`src/rtl/booth_pkg.sv`:
```
// Shared definitions for the Booth product accumulator: state encoding and
// default widths used by booth_acc and anything that instantiates it.
package booth_pkg;

  // Width of one product from the 4x4 Booth multiplier.
  localparam int PROD_W    = 9;

  // Default accumulator and run-length counter widths.
  // ACC_W must be at least PROD_W + CNT_W so a full-length run of maximum
  // products can never wrap.
  localparam int ACC_W_DEF = 13;
  localparam int CNT_W_DEF = 4;

  // Run controller states.
  typedef enum logic [1:0] {
    IDLE  = 2'd0,
    ACCUM = 2'd1,
    HOLD  = 2'd2
  } state_t;

endpackage : booth_pkg

```
`src/rtl/booth_acc.sv`:
```
// Booth product accumulator.
// Sums a run of 'len' unsigned 9-bit products arriving on a valid/ready
// stream, then presents the total on a valid/ready output until taken.
// Every output is either a register or a pure decode of the state register,
// so there is no combinational path from prod_valid or out_ready to outputs.
module booth_acc
  import booth_pkg::*;
#(
  parameter int ACC_W = ACC_W_DEF,
  parameter int CNT_W = CNT_W_DEF
) (
  input  logic              clk,
  input  logic              rst,        // active-low, asynchronous assert
  input  logic              start,
  input  logic [CNT_W-1:0]  len,
  input  logic              abort,
  input  logic              prod_valid,
  input  logic [PROD_W-1:0] prod,
  output logic              prod_ready,
  output logic              acc_valid,
  output logic [ACC_W-1:0]  acc,
  input  logic              out_ready,
  output logic              busy
);

  state_t             r_state;
  logic [CNT_W-1:0]   r_cnt;
  logic [ACC_W-1:0]   r_acc;

  logic               w_hs;
  logic [ACC_W-1:0]   w_prod_ext;
  logic               w_last;

  // A product is consumed only while accumulating; ready is a state decode.
  assign w_hs       = (r_state == ACCUM) && prod_valid;
  assign w_prod_ext = {{(ACC_W-PROD_W){1'b0}}, prod};
  assign w_last     = (r_cnt == {{(CNT_W-1){1'b0}}, 1'b1});

  // Run controller: state, remaining-product counter and running sum.
  always_ff @(posedge clk or negedge rst) begin
    if (!rst) begin
      r_state <= IDLE;
      r_cnt   <= '0;
      r_acc   <= '0;
    end else begin
      case (r_state)
        IDLE: begin
          // acc keeps the last finished sum until a new run begins.
          if (start) begin
            r_acc <= '0;
            r_cnt <= len;
            if (len == '0) begin
              r_state <= HOLD;   // empty run: report zero immediately
            end else begin
              r_state <= ACCUM;
            end
          end
        end
        ACCUM: begin
          // abort wins over a concurrent product, which is dropped.
          if (abort) begin
            r_state <= IDLE;
            r_acc   <= '0;
            r_cnt   <= '0;
          end else if (w_hs) begin
            r_acc <= r_acc + w_prod_ext;
            r_cnt <= r_cnt - 1'b1;
            if (w_last) begin
              r_state <= HOLD;
            end
          end
        end
        HOLD: begin
          if (out_ready) begin
            r_state <= IDLE;
          end
        end
        default: begin
          r_state <= IDLE;
          r_cnt   <= '0;
          r_acc   <= '0;
        end
      endcase
    end
  end

  assign prod_ready = (r_state == ACCUM);
  assign acc_valid  = (r_state == HOLD);
  assign busy       = (r_state != IDLE);
  assign acc        = r_acc;

endmodule : booth_acc

```
`config.mk`:
```
export PLATFORM = sky130hd
export DESIGN_NAME = booth_acc
export DESIGN_NICKNAME = d
export VERILOG_FILES = /design/src/rtl/booth_pkg.sv /design/src/rtl/booth_acc.sv
export SDC_FILE = /design/constraint.sdc
export NUM_CORES = 1
export LEC_CHECK = 0
export CAP_MARGIN = 20
export CORE_ASPECT_RATIO = 1.25
export CORE_MARGIN = 2
export CORE_UTILIZATION = 45
export DETAILED_ROUTE_END_ITERATION = 8
export GPL_ROUTABILITY_DRIVEN = 0
export GPL_TIMING_DRIVEN = 0
export PLACE_DENSITY = 0.76
export SLEW_MARGIN = 20
export SYNTH_ARGS = -nofsm -noshare
export SYNTH_HDL_FRONTEND = slang
export SYNTH_SLANG_ARGS = --single-unit
```
`constraint.sdc`:
```
create_clock -name clk -period 2.3 [get_ports clk]
set_input_delay 0.575 -clock clk [delete_from_list [all_inputs] [get_ports clk]]
set_output_delay 0.575 -clock clk [all_outputs]
set_load 0.01 [all_outputs]
```
* Word-level counts from Yosys, hierarchy flattened
Index checks and enable logic that the tools add are counted.
** Operators by class
- Add/subtract/negate cells :: 2
- Eq/ne operators :: 7
- Multiplexer cells :: 15
- Bitwise logic cells :: 1
- Reduce and logical (&&, ||, !) cells :: 6
** Operator list (count)
- $mux 13 :: 3
- $pmux 13 s3 :: 1
- $add 13x9->13 :: 1
- $mux 2 :: 6
- $mux 4 :: 3
- $pmux 4 s3 :: 1
- $ne 3x2->1 const B :: 2
- $pmux 2 s3 :: 1
- $eq 4x1->1 const B :: 1
- $logic_not 4->1 :: 1
- $reduce_and 4->1 :: 1
- $sub 4x1->4 const B :: 1
- $reduce_and 3->1 :: 1
- $eq 2x1->1 const B :: 1
- $eq 2x2->1 const B :: 1
- $logic_not 2->1 :: 1
- $ne 2x1->1 const B :: 1
- $ne 2x2->1 const B :: 1
- $reduce_bool 2->1 :: 1
- $logic_and 1x1->1 :: 1
- $not 1->1 :: 1
** Word-level totals
- Flip-flop bits (word level) :: 19
- Input port bits :: 19
- Output and inout bits :: 16
- Word-level logic and storage cells :: 34

* Logic depth before layout (Yosys ltp)
- Depth in word-level cells :: 5
- Mapped depth :: 8
- Gate-level depth less buffers :: 8

* Worst setup path after synthesis
OpenSTA, ideal clock, no wires.
- Kind :: input to register
- Start point :: input prod[0]
- End point :: register r_acc[10], in the netlist acc[10]
- Setup time :: 0.127 ns
- Arrival :: 1.933 ns
- Data required time :: 2.173 ns
- Slack :: 0.240 ns
- Stages on the path :: 8
- Path buffers :: 0
- Cells stage by stage :: ha_1 > inv_1 > fa_1 > nor2b_1 > o31ai_2 > a211oi_2 > o21ai_1 > mux2i_1
** On the way
- Word-level cells in the longest chain between the ends :: 4
** RTL lines
- start, declared :: line booth_acc.sv:18 : input logic [PROD_W-1:0] prod,
- $add 13x9->13 :: line booth_acc.sv:66 : r_acc <= r_acc + w_prod_ext;
- $mux 13 :: line booth_acc.sv:65 : end else if (w_hs) begin
- $mux 13 :: line booth_acc.sv:61 : if (abort) begin
- $pmux 13 s3 :: line booth_acc.sv:46 : case (r_state)
- end signal, assigned :: line booth_acc.sv:66
- end, declared :: line booth_acc.sv:28 : logic [ACC_W-1:0] r_acc;
No other way between the ends. The select of a mux whose other input is x is not followed.
A chain may end at the register's enable or synchronous reset.

* Worst setup path after layout
- Start point :: input prod[1]
- End point :: register r_acc[10], in the netlist acc[10]
Same word-level chain as after synthesis.

==> impl_metrics.yaml <==
placement:
  dpl.hpwl_mm: 2.60
  port_buffers: 34
  place_area_um2: 1800
  preCtsSetupSlack_ps: -437
floorplanning:
  rows: 22
  die_y_um: 66.7
  dieArea_um2: 3620
  ios: 35
  start_util_pct: 47.6
  coreArea_um2: 2970
  die_x_um: 54.2
sta:
  rsz0062_at_grt: "no"
  fin_worst_skew_ps: 4.92
  fin_crit_sh_pct: 95.8
  maxSlewViolCount: 0
  period_needed_ps: 2200
  finalSetupViolations: 0
  final_hold_viol_count: 0
  relSlewSlack_pct: 40.9
  fin_ws_ps: 95.9
  worst_slew_pin_slew_ps: 884
  fin_setup_tns_ps: 0
  max_freq_mhz: 454
status:
  status: "complete, no violations"
cells_and_area:
  area_growth_pct: 32.6
  final_cell_area_um2: 1880
  regArea_um2: 475
  drive_gt1_share_pct: 12.4
  fillers: 283
  insertedDiodeCount: 0
  multi_input_area_um2: 901
  fin_nets: 226
  final_util_pct: 63.2
cts:
  cts.path.max_buffers: 2
  cts_root_buf: "clkbuf_4"
  cts_tree: "built"
  clock_latency_ps: 300
  clock_sink_count: 19
  path_clk_slew_ps: 110
  cts_made_buffers: 3
  htree_levels: 1
yosys:
  ys_warn_count: 0
  ys_ff_latch: 19
  ys_async_sr_fraction_pct: 100
  synth_common_cells: "dfrtp_1 (19), nand2_1 (13)"
  post-synth-top-area-cell: "dfrtp_1"
  avgSynthCellArea_um2: 9.26
  yosysMostFrequentCell: "dfrtp_1"
  synthCells: 153
  syn_nets: 184
  synth_area_um2: 1420
  synth_top_area_share_pct: 33.6
  ys_seq_area_share_pct: 33.6
  synthFlopType: "dfrtp_1"
  synth-edff-count: 0
  ys_types: 49
  synth_area_leaders: "dfrtp_1 (34%), ha_1 (9.7%), o21ai_1 (3.9%)"
job:
  cap_violations: 0
detailed_routing:
  wirelength_mm: 3.35
  dr.pass1.iters: 4
  wl_per_cell_um: 14.6
  drc: 0
  drtIter0Drc: 26
  via_per_inst: 5.69
  antenna_left: 0
  vias: 1309
worst_setup_path:
  startpoint_type: "primary input"
  path_class: "in -> reg"
  worstSetupStartpoint: "prod[1]"
  reg2reg_to: "acc[10]"
  rr_worst_depth: 8
  cp.required_ps: 2490
  worstPathMaxFanout: 4
  critPathArrivalTime_ps: 2390
  rrSetupSlack_ps: 320
  worst_setup_path_end_kind: "flip-flop"
  cp-endpoint: "acc[10]"
  r2r_start: "acc[0]"
grt:
  grt_pass1_vias: 1338
  grt_overflow_total: 0
  grt_use_total_pct: 21.1
  grt_pass1_wl_mm: 5.67
  grt_max_degree: 20
  antenna_found_initial: 0
power:
  peakVddDrop_mv: 0.585
  power_leakage_nw: 0.812
  p_total_mw: 1.64
  power_density_nw_per_um2: 873
worst_hold_path:
  hold_depth: 2
  hold_path.class: "reg -> reg"
worst max-delay path, stage by stage:
cell and delay, ps:
clkdlybuf4s50_1 480, inv_1 70, fa_2 420, nor2b_4 150, o31ai_4 80, a211oi_2 360
o21ai_1 140, mux2i_1 130
routing by layer:
metal	part of all wire, %	global-route usage [%]	vias up
li1	-	-	650
met1	41	22.4	621
met2	54	41.0	34
met3	4.2	2.24	4
met4	0.92	6.56	0
met5	0	0	-
how the worst min path moves through the flow:
stage / from / to / slack, ps
2_1_floorplan: rst / acc[0] / 280
3_3_place_gp: acc[8] / acc[8] / 490
3_5_place_dp: acc[8] / acc[8] / 510
4_1_cts: acc[8] / acc[8] / 530
5_1_grt: acc[8] / acc[8] / 570
6_report: acc[8] / acc[8] / 520
cell usage in the layout (no fill, tap or decap), drive strengths merged, types with 4 or more instances in the layout:
cell type	Yosys	routed
clkbuf	0	4
o21ai	18	18
buf	4	7
nand2	14	14
a211oi	4	4
clkdlybuf4s50	0	33
a21oi	10	10
inv	11	11
nor2	11	11
dfrtp	19	19
ha	11	11
power by group:
part           internal [mW]  switching, mW
clock                 0.0675          0.104
sequential             0.417         0.0648
combinational          0.459          0.526
total                  0.944          0.695
what timing repair did:
item	4_1_cts	5_1_grt
hold buffers	0	0
endpoints found under the setup margin	3	1
pin swaps	4	0
resized for setup	6	1
buffers inserted	3	0
sequential cells by signal, indices dropped and copies added (netlist names):
name	flops
acc	13
r_cnt	4
r_state	2
final cells by class:
| type | count | area share, % |
|---|---|---|
| Buffer | 4 | 1.47 |
| Tap cell | 36 | 2.40 |
| Sequential cell | 19 | 25.3 |
| Multi-Input combinational cell | 119 | 48.0 |
| Inverter | 11 | 2.20 |
| Clock buffer | 4 | 1.40 |
| Timing Repair Buffer | 37 | 19.3 |
logic make-up (layout without fill, tap and decap cells):
| family | after synthesis | in the layout | share of synthesized area (%) |
|---|---|---|---|
| simple gates | 41 | 41 | 15.8 |
| buf+inv | 15 | 56 | 4.86 |
| mux | 2 | 2 | 1.41 |
| flops | 19 | 19 | 33.6 |
| xor+xnor | 5 | 5 | 3.09 |
| fa+ha+maj | 12 | 12 | 11.1 |
| compound gates | 59 | 59 | 30.1 |
through the flow:
| stage | cells | hold WS, ps |
|---|---|---|
| 6_report | 230 | 523 |
| 4_1_cts | 230 | 530 |
| 3_3_place_gp | 223 | 493 |
| 5_1_grt | 230 | 567 |
| 2_1_floorplan | 153 | 279 |
| 3_5_place_dp | 223 | 506 |
Note: power is estimated with default switching activity, not from simulation.
